### src/rtl/mips_pkg.sv
// rtl/mips_pkg.sv - shared states, status codes and exit-priority helper for the MIPS run controller
package mips_pkg;

  typedef logic [2:0] state_t;

  localparam state_t S_IDLE = 3'd0;
  localparam state_t S_RST1 = 3'd1;
  localparam state_t S_WARM = 3'd2;
  localparam state_t S_RST2 = 3'd3;
  localparam state_t S_RUN  = 3'd4;
  localparam state_t S_DONE = 3'd5;

  localparam logic [1:0] ST_NONE    = 2'b00;
  localparam logic [1:0] ST_HALT    = 2'b01;
  localparam logic [1:0] ST_TIMEOUT = 2'b10;
  localparam logic [1:0] ST_STALL   = 2'b11;

  localparam logic [31:0] HALT_INSTR_DEFAULT = 32'hFFFF_FFFF;

  // Halt beats stall beats timeout when several fire in the same RUN cycle.
  function automatic logic [1:0] exit_status(input logic halt, input logic stall,
                                             input logic timeout);
    if (halt)
      return ST_HALT;
    else if (stall)
      return ST_STALL;
    else if (timeout)
      return ST_TIMEOUT;
    else
      return ST_NONE;
  endfunction

endpackage

### src/rtl/mips_phase_cnt.sv
// rtl/mips_phase_cnt.sv - loadable down-counter timing the reset and warm-run phases
module mips_phase_cnt
  import mips_pkg::*;
#(
  parameter int WIDTH = 4
) (
  input  logic             i_clk,
  input  logic             i_rst_n,
  input  logic             i_load,
  input  logic [WIDTH-1:0] i_value,
  output logic             o_expired
);

  logic [WIDTH-1:0] r_cnt;

  // Loaded with (phase length - 1) on phase entry; expired marks the last phase cycle.
  always_ff @(posedge i_clk or negedge i_rst_n) begin
    if (!i_rst_n)
      r_cnt <= '0;
    else if (i_load)
      r_cnt <= i_value;
    else if (r_cnt != '0)
      r_cnt <= r_cnt - 1'b1;
  end

  assign o_expired = (r_cnt == '0);

endmodule

### src/rtl/mips_run_ctrl.sv
// rtl/mips_run_ctrl.sv - reset/warm/re-reset/run sequencer for the MIPS core; MIPS_RUN_CTRL_WATCHDOG_EN adds stall detection
module mips_run_ctrl
  import mips_pkg::*;
#(
  parameter int              DATA_WIDTH   = 32,
  parameter int              RST_CYCLES   = 3,
  parameter int              WARM_CYCLES  = 3,
  parameter int              RUN_CYCLES   = 100,
  parameter logic [DATA_WIDTH-1:0] HALT_INSTR = DATA_WIDTH'(HALT_INSTR_DEFAULT),
  parameter int              STALL_CYCLES = 8
) (
  input  logic                            i_clk,
  input  logic                            i_rst,
  input  logic                            i_start,
  input  logic [DATA_WIDTH-1:0]           i_instruction,
  output logic                            o_core_rst,
  output logic                            o_busy,
  output logic                            o_done,
  output logic [1:0]                      o_status,
  output logic                            o_reset_ok,
  output logic [$clog2(RUN_CYCLES+1)-1:0] o_cycle_cnt
);

  localparam int PH_MAX = (RST_CYCLES > WARM_CYCLES) ? RST_CYCLES : WARM_CYCLES;
  localparam int PH_W   = $clog2(PH_MAX + 1);
  localparam int CNT_W  = $clog2(RUN_CYCLES + 1);

  state_t                r_state;
  state_t                w_state_next;
  logic                  r_first_cycle;
  logic                  w_load;
  logic [PH_W-1:0]       w_load_val;
  logic                  w_ph_expired;
  logic                  w_start_ok;
  logic [DATA_WIDTH-1:0] r_first_instr;
  logic [CNT_W-1:0]      r_cycle_cnt;
  logic [CNT_W-1:0]      w_cnt_inc;
  logic [1:0]            r_status;
  logic                  r_done;
  logic                  r_reset_ok;
  logic                  w_halt;
  logic                  w_stall;
  logic                  w_timeout;
  logic                  w_run_exit;

  mips_phase_cnt #(.WIDTH(PH_W)) u_phase_cnt (
    .i_clk     (i_clk),
    .i_rst_n   (i_rst),
    .i_load    (w_load),
    .i_value   (w_load_val),
    .o_expired (w_ph_expired)
  );

  assign w_start_ok = i_start && (r_state == S_IDLE || r_state == S_DONE);
  assign w_cnt_inc  = r_cycle_cnt + 1'b1;
  assign w_halt     = (i_instruction == HALT_INSTR);
  assign w_timeout  = (w_cnt_inc == CNT_W'(RUN_CYCLES));
  assign w_run_exit = w_halt || w_stall || w_timeout;

`ifdef MIPS_RUN_CTRL_WATCHDOG_EN
  localparam int SW = $clog2(STALL_CYCLES + 1);

  logic [DATA_WIDTH-1:0] r_prev_instr;
  logic [SW-1:0]         r_stall_len;
  logic [SW-1:0]         w_stall_len;

  // Length of the current run of identical fetches, counting this cycle.
  always_comb begin
    w_stall_len = r_stall_len;
    if (r_first_cycle || i_instruction != r_prev_instr)
      w_stall_len = SW'(1);
    else if (r_stall_len != SW'(STALL_CYCLES))
      w_stall_len = r_stall_len + 1'b1;
  end

  assign w_stall = (r_state == S_RUN) && (w_stall_len >= SW'(STALL_CYCLES));

  always_ff @(posedge i_clk or negedge i_rst) begin
    if (!i_rst) begin
      r_prev_instr <= '0;
      r_stall_len  <= '0;
    end else begin
      r_prev_instr <= i_instruction;
      r_stall_len  <= (r_state == S_RUN) ? w_stall_len : '0;
    end
  end
`else
  assign w_stall = 1'b0;
`endif

  always_comb begin
    w_state_next = r_state;
    w_load       = 1'b0;
    w_load_val   = '0;
    case (r_state)
      S_IDLE, S_DONE: begin
        if (i_start) begin
          w_state_next = S_RST1;
          w_load       = 1'b1;
          w_load_val   = PH_W'(RST_CYCLES - 1);
        end
      end
      S_RST1: begin
        if (w_ph_expired) begin
          w_state_next = S_WARM;
          w_load       = 1'b1;
          w_load_val   = PH_W'(WARM_CYCLES - 1);
        end
      end
      S_WARM: begin
        if (w_ph_expired) begin
          w_state_next = S_RST2;
          w_load       = 1'b1;
          w_load_val   = PH_W'(RST_CYCLES - 1);
        end
      end
      S_RST2: begin
        if (w_ph_expired)
          w_state_next = S_RUN;
      end
      S_RUN: begin
        if (w_run_exit)
          w_state_next = S_DONE;
      end
      default: w_state_next = S_IDLE;
    endcase
  end

  always_ff @(posedge i_clk or negedge i_rst) begin
    if (!i_rst) begin
      r_state       <= S_IDLE;
      r_first_cycle <= 1'b0;
      r_first_instr <= '0;
      r_cycle_cnt   <= '0;
      r_status      <= ST_NONE;
      r_done        <= 1'b0;
      r_reset_ok    <= 1'b0;
    end else begin
      r_state       <= w_state_next;
      r_first_cycle <= (w_state_next != r_state);

      if (w_start_ok) begin
        r_done      <= 1'b0;
        r_status    <= ST_NONE;
        r_reset_ok  <= 1'b0;
        r_cycle_cnt <= '0;
      end

      if (r_state == S_WARM && r_first_cycle)
        r_first_instr <= i_instruction;

      if (r_state == S_RST2 && w_state_next == S_RUN)
        r_cycle_cnt <= '0;

      // reset_ok is loaded even when the first RUN cycle is also the last.
      if (r_state == S_RUN) begin
        r_cycle_cnt <= w_cnt_inc;
        if (r_first_cycle)
          r_reset_ok <= (i_instruction == r_first_instr);
        if (w_run_exit) begin
          r_done   <= 1'b1;
          r_status <= exit_status(w_halt, w_stall, w_timeout);
        end
      end
    end
  end

  assign o_core_rst  = !(r_state == S_WARM || r_state == S_RUN);
  assign o_busy      = (r_state == S_RST1) || (r_state == S_WARM) ||
                       (r_state == S_RST2) || (r_state == S_RUN);
  assign o_done      = r_done;
  assign o_status    = r_status;
  assign o_reset_ok  = r_reset_ok;
  assign o_cycle_cnt = r_cycle_cnt;

endmodule
### config.mk
export PLATFORM = sky130hd
export DESIGN_NAME = mips_run_ctrl
export DESIGN_NICKNAME = d
export VERILOG_FILES = /design/src/rtl/mips_pkg.sv /design/src/rtl/mips_phase_cnt.sv /design/src/rtl/mips_run_ctrl.sv
export SDC_FILE = /design/constraint.sdc
export NUM_CORES = 1
export LEC_CHECK = 0
export CAP_MARGIN = 20
export CELL_PAD_IN_SITES_DETAIL_PLACEMENT = 1
export CELL_PAD_IN_SITES_GLOBAL_PLACEMENT = 2
export CORE_MARGIN = 3
export CORE_UTILIZATION = 41
export DETAILED_ROUTE_END_ITERATION = 8
export DONT_BUFFER_PORTS = 1
export PLACE_DENSITY_LB_ADDON = 0.1
export SLEW_MARGIN = 20
export SYNTH_ARGS = -nofsm -noshare
export SYNTH_HDL_FRONTEND = slang
export SYNTH_SLANG_ARGS = --single-unit
### constraint.sdc
create_clock -name i_clk -period 2.13 [get_ports i_clk]
set_input_delay 0.639 -clock i_clk [delete_from_list [all_inputs] [get_ports i_clk]]
set_output_delay 0.639 -clock i_clk [all_outputs]
set_load 0.01 [all_outputs]
==> impl_metrics.ini <==
[worst_setup_path]
worstReg2RegEnd = u_phase_cnt.r_cnt[1]$_DFFE_PN0P_
critPathTopFamily = flip-flops
arrival_ns = 1.38
timing.rr.start = r_state[2]$_DFF_PN0_
cpPeakStageDelay_ns = 0.54
crit_path_end = o_core_rst
cp_num_buf_inv = 0
critPathLaunchType = flip-flop
setup.worst_path.end_class = primary output
cp.depth = 2
crit_path_top_delay_cell = dfrtp_2
r2r_setup_slack_ns = 0.30
required_ns = 1.49
rr_worst_depth = 5
critical_path.cell_chain = and2b_2, o21bai_1
cp-startpoint = r_state[1]$_DFF_PN0_
cp_max_fo = 15
criticalPathCategory = reg -> out

[power]
powerDensity_mw_per_mm2 = 749
finalPower_w = 0.00211
ir_drop_v = 0.000435
p_leak_nw = 1.16

[timing]
maxSlewViolCount = 0
hold_slack_ns = 0.156
report.final.hold_viol_count = 0
period_share_pct = 94.8
tns_ns = 0
relSlewSlack_pct = 58.1
layout_min_cycle_time_ns = 2.02
tightestPinTransition_ns = 0.625
max_freq_ghz = 0.495
setup_violations = 0
clock_skew_ns = 0.00822
rsz0062_at_grt = false

[global_route]
overflow = 0
track_usage_pct = 17.6
grt_pass1_wl_mm = 9.94
antenna_found_initial = 0
grt_max_degree = 38
grt_pass1_vias = 1989

[floorplanning]
io_pins = 48
fp.dieH_um = 85.2
design.core.area_sq_mm = 0.00599
die_area_sq_mm = 0.00726
chipWidth_um = 85.2
fp-row-count = 28
start_util_pct = 42.9

[logic_synthesis]
syn_nets = 262
syn_inst = 225
yosysWarnings = 0
yosysSeqAreaShare_pct = 47.7
synth_top_family_by_area = simple AND/OR/NAND/NOR gates
synth_seq_cells = 49
synthSimpleGateAreaFrac_pct = 15.9
synth.distinct_cells = 42
postSynth.asyncResetShare_pct = 100
synth_edf_count = 0
avgSynthCellArea_sq_um = 11.4
ys.flop_type = dfrtp_1
synth_mux_area_share_pct = 14.4
synthAdderAreaFrac_pct = 0.973
synth-xor-area-share_pct = 12.6
synth_compound_area_share_pct = 5.84
netlist_area_sq_mm = 0.00257

[placed_design]
io_buffers = 0
gp_congestion = 0.800
place_hpwl_mm = 4.46

[clocking]
clock-sinks = 49
cts_setup_buffers = 0
cts-buffers-inserted = 5
clock_latency_ns = 0.31
cts_root_buf = clkbuf_8
clk_pin_slew_ns = 0.10
cts_htree_levels = 2
cts_tree = done
clock_path_buffers = 2

[layout]
drive_gt1_share_pct = 26.0
diodes = 0
layout_common_cells = dfrtp_1 (48), xor2_1 (31), mux2_2 (30)
final_common_cell = dfrtp_1
area_growth_pct = 9.83
layout.nets = 267
finish.utilization_pct = 47.1

[route]
dr_total_vias = 1736
dr.pass1.iters = 4
drtIter0Drc = 33
ant_nets = 0
drt_wl_total_mm = 5.83
avgViaCountPerCell = 5.67
drc = 0
wire_per_inst_um = 19.0

[status]
status = completed

[min_path]
min_path_type = in -> async

[flow_run]
drv_cap = 0
==> worst min-delay path by stage <==
stage                from                             to  slack [ns]  depth (start not counted)
floorplan           i_rst     o_cycle_cnt[0]$_DFFE_PN0P_        0.34                          0
global placement    i_rst   r_first_instr[7]$_DFFE_PN0P_        0.34                          0
detailed placement  i_rst  r_first_instr[14]$_DFFE_PN0P_        0.34                          0
CTS                 i_rst   r_first_instr[9]$_DFFE_PN0P_      0.0001                          0
global route        i_rst  r_first_instr[16]$_DFFE_PN0P_        0.15                          1
finish              i_rst   r_first_instr[9]$_DFFE_PN0P_        0.16                          1
==> registers in the layout, summed over array words and instances (netlist names) <==
signal and count:
r_state 3, o_cycle_cnt 7, o_status 2, o_reset_ok 1
u_phase_cnt.r_cnt 2, r_first_cycle 1, o_done 1, r_first_instr 32
==> power by group <==
| part | leakage, nW | switching [W] | internal [W] |
|---|---|---|---|
| sequential | 0.583 | 0.0000543 | 0.000991 |
| clock | 0.0681 | 0.000319 | 0.000466 |
| combinational | 0.510 | 0.000139 | 0.000144 |
==> per-layer routing <==
metal	wire length [um]	vias to the layer above	global-route usage, %
met4	81	0	5.61
met3	392	7	5.83
li1	-	810	-
met1	2320	886	20.3
met5	0	-	0
met2	3040	33	30.6
==> stage by stage <==
| step | instances | cell area, sq um | worst slack [ns] |
|---|---|---|---|
| 3_3_place_gp | 296 | 2660 | 0.281 |
| 5_1_grt | 306 | 2820 | 0.0259 |
| 4_1_cts | 305 | 2800 | 0.0787 |
| 2_1_floorplan | 225 | 2570 | 0.278 |
| 3_5_place_dp | 296 | 2660 | 0.229 |
| 6_report | 306 | 2820 | 0.111 |
==> area by class of cell <==
type	count	area, sq um
fill	659	3170
multi-input combinational	164	1280
sequential	49	1230
tap	75	93.8
timing repair buffer	7	80.1
clock buffer	5	68.8
clock inverter	3	65.1
inverter	3	11.3
==> cell families after synthesis <==
kind of cell / Yosys count
simple gates: 69
compound gates: 23
flops: 49
fa+ha+maj: 2
xor+xnor: 37
mux: 33
buf+inv: 12
==> synth_stat cells, types with 2 or more instances <==
library cell / instances / area, sq um
xnor2_1: 6 / 52.6
clkbuf_1: 3 / 11.3
o21bai_1: 2 / 15.0
nor2_1: 13 / 48.8
nand4_1: 10 / 62.6
ha_1: 2 / 25.0
o41ai_1: 2 / 17.5
xor2_1: 31 / 272
dfrtp_1: 49 / 1230
nand3b_1: 3 / 22.5
nand3_1: 6 / 30.0
inv_1: 3 / 11.3
mux2_2: 30 / 338
buf_2: 4 / 20.0
nand2_1: 13 / 48.8
and2b_2: 2 / 17.5
o21ai_0: 9 / 45.0
nor4_1: 9 / 56.3
a21oi_1: 4 / 20.0
mux2_1: 2 / 22.5
==> repair_timing <==
item	in CTS	in global routing
setup endpoints to repair	1	0
gates resized for setup	1	0
hold buffers	1	1
hold endpoints to repair	13	36
(Power assumes the default switching activity.)
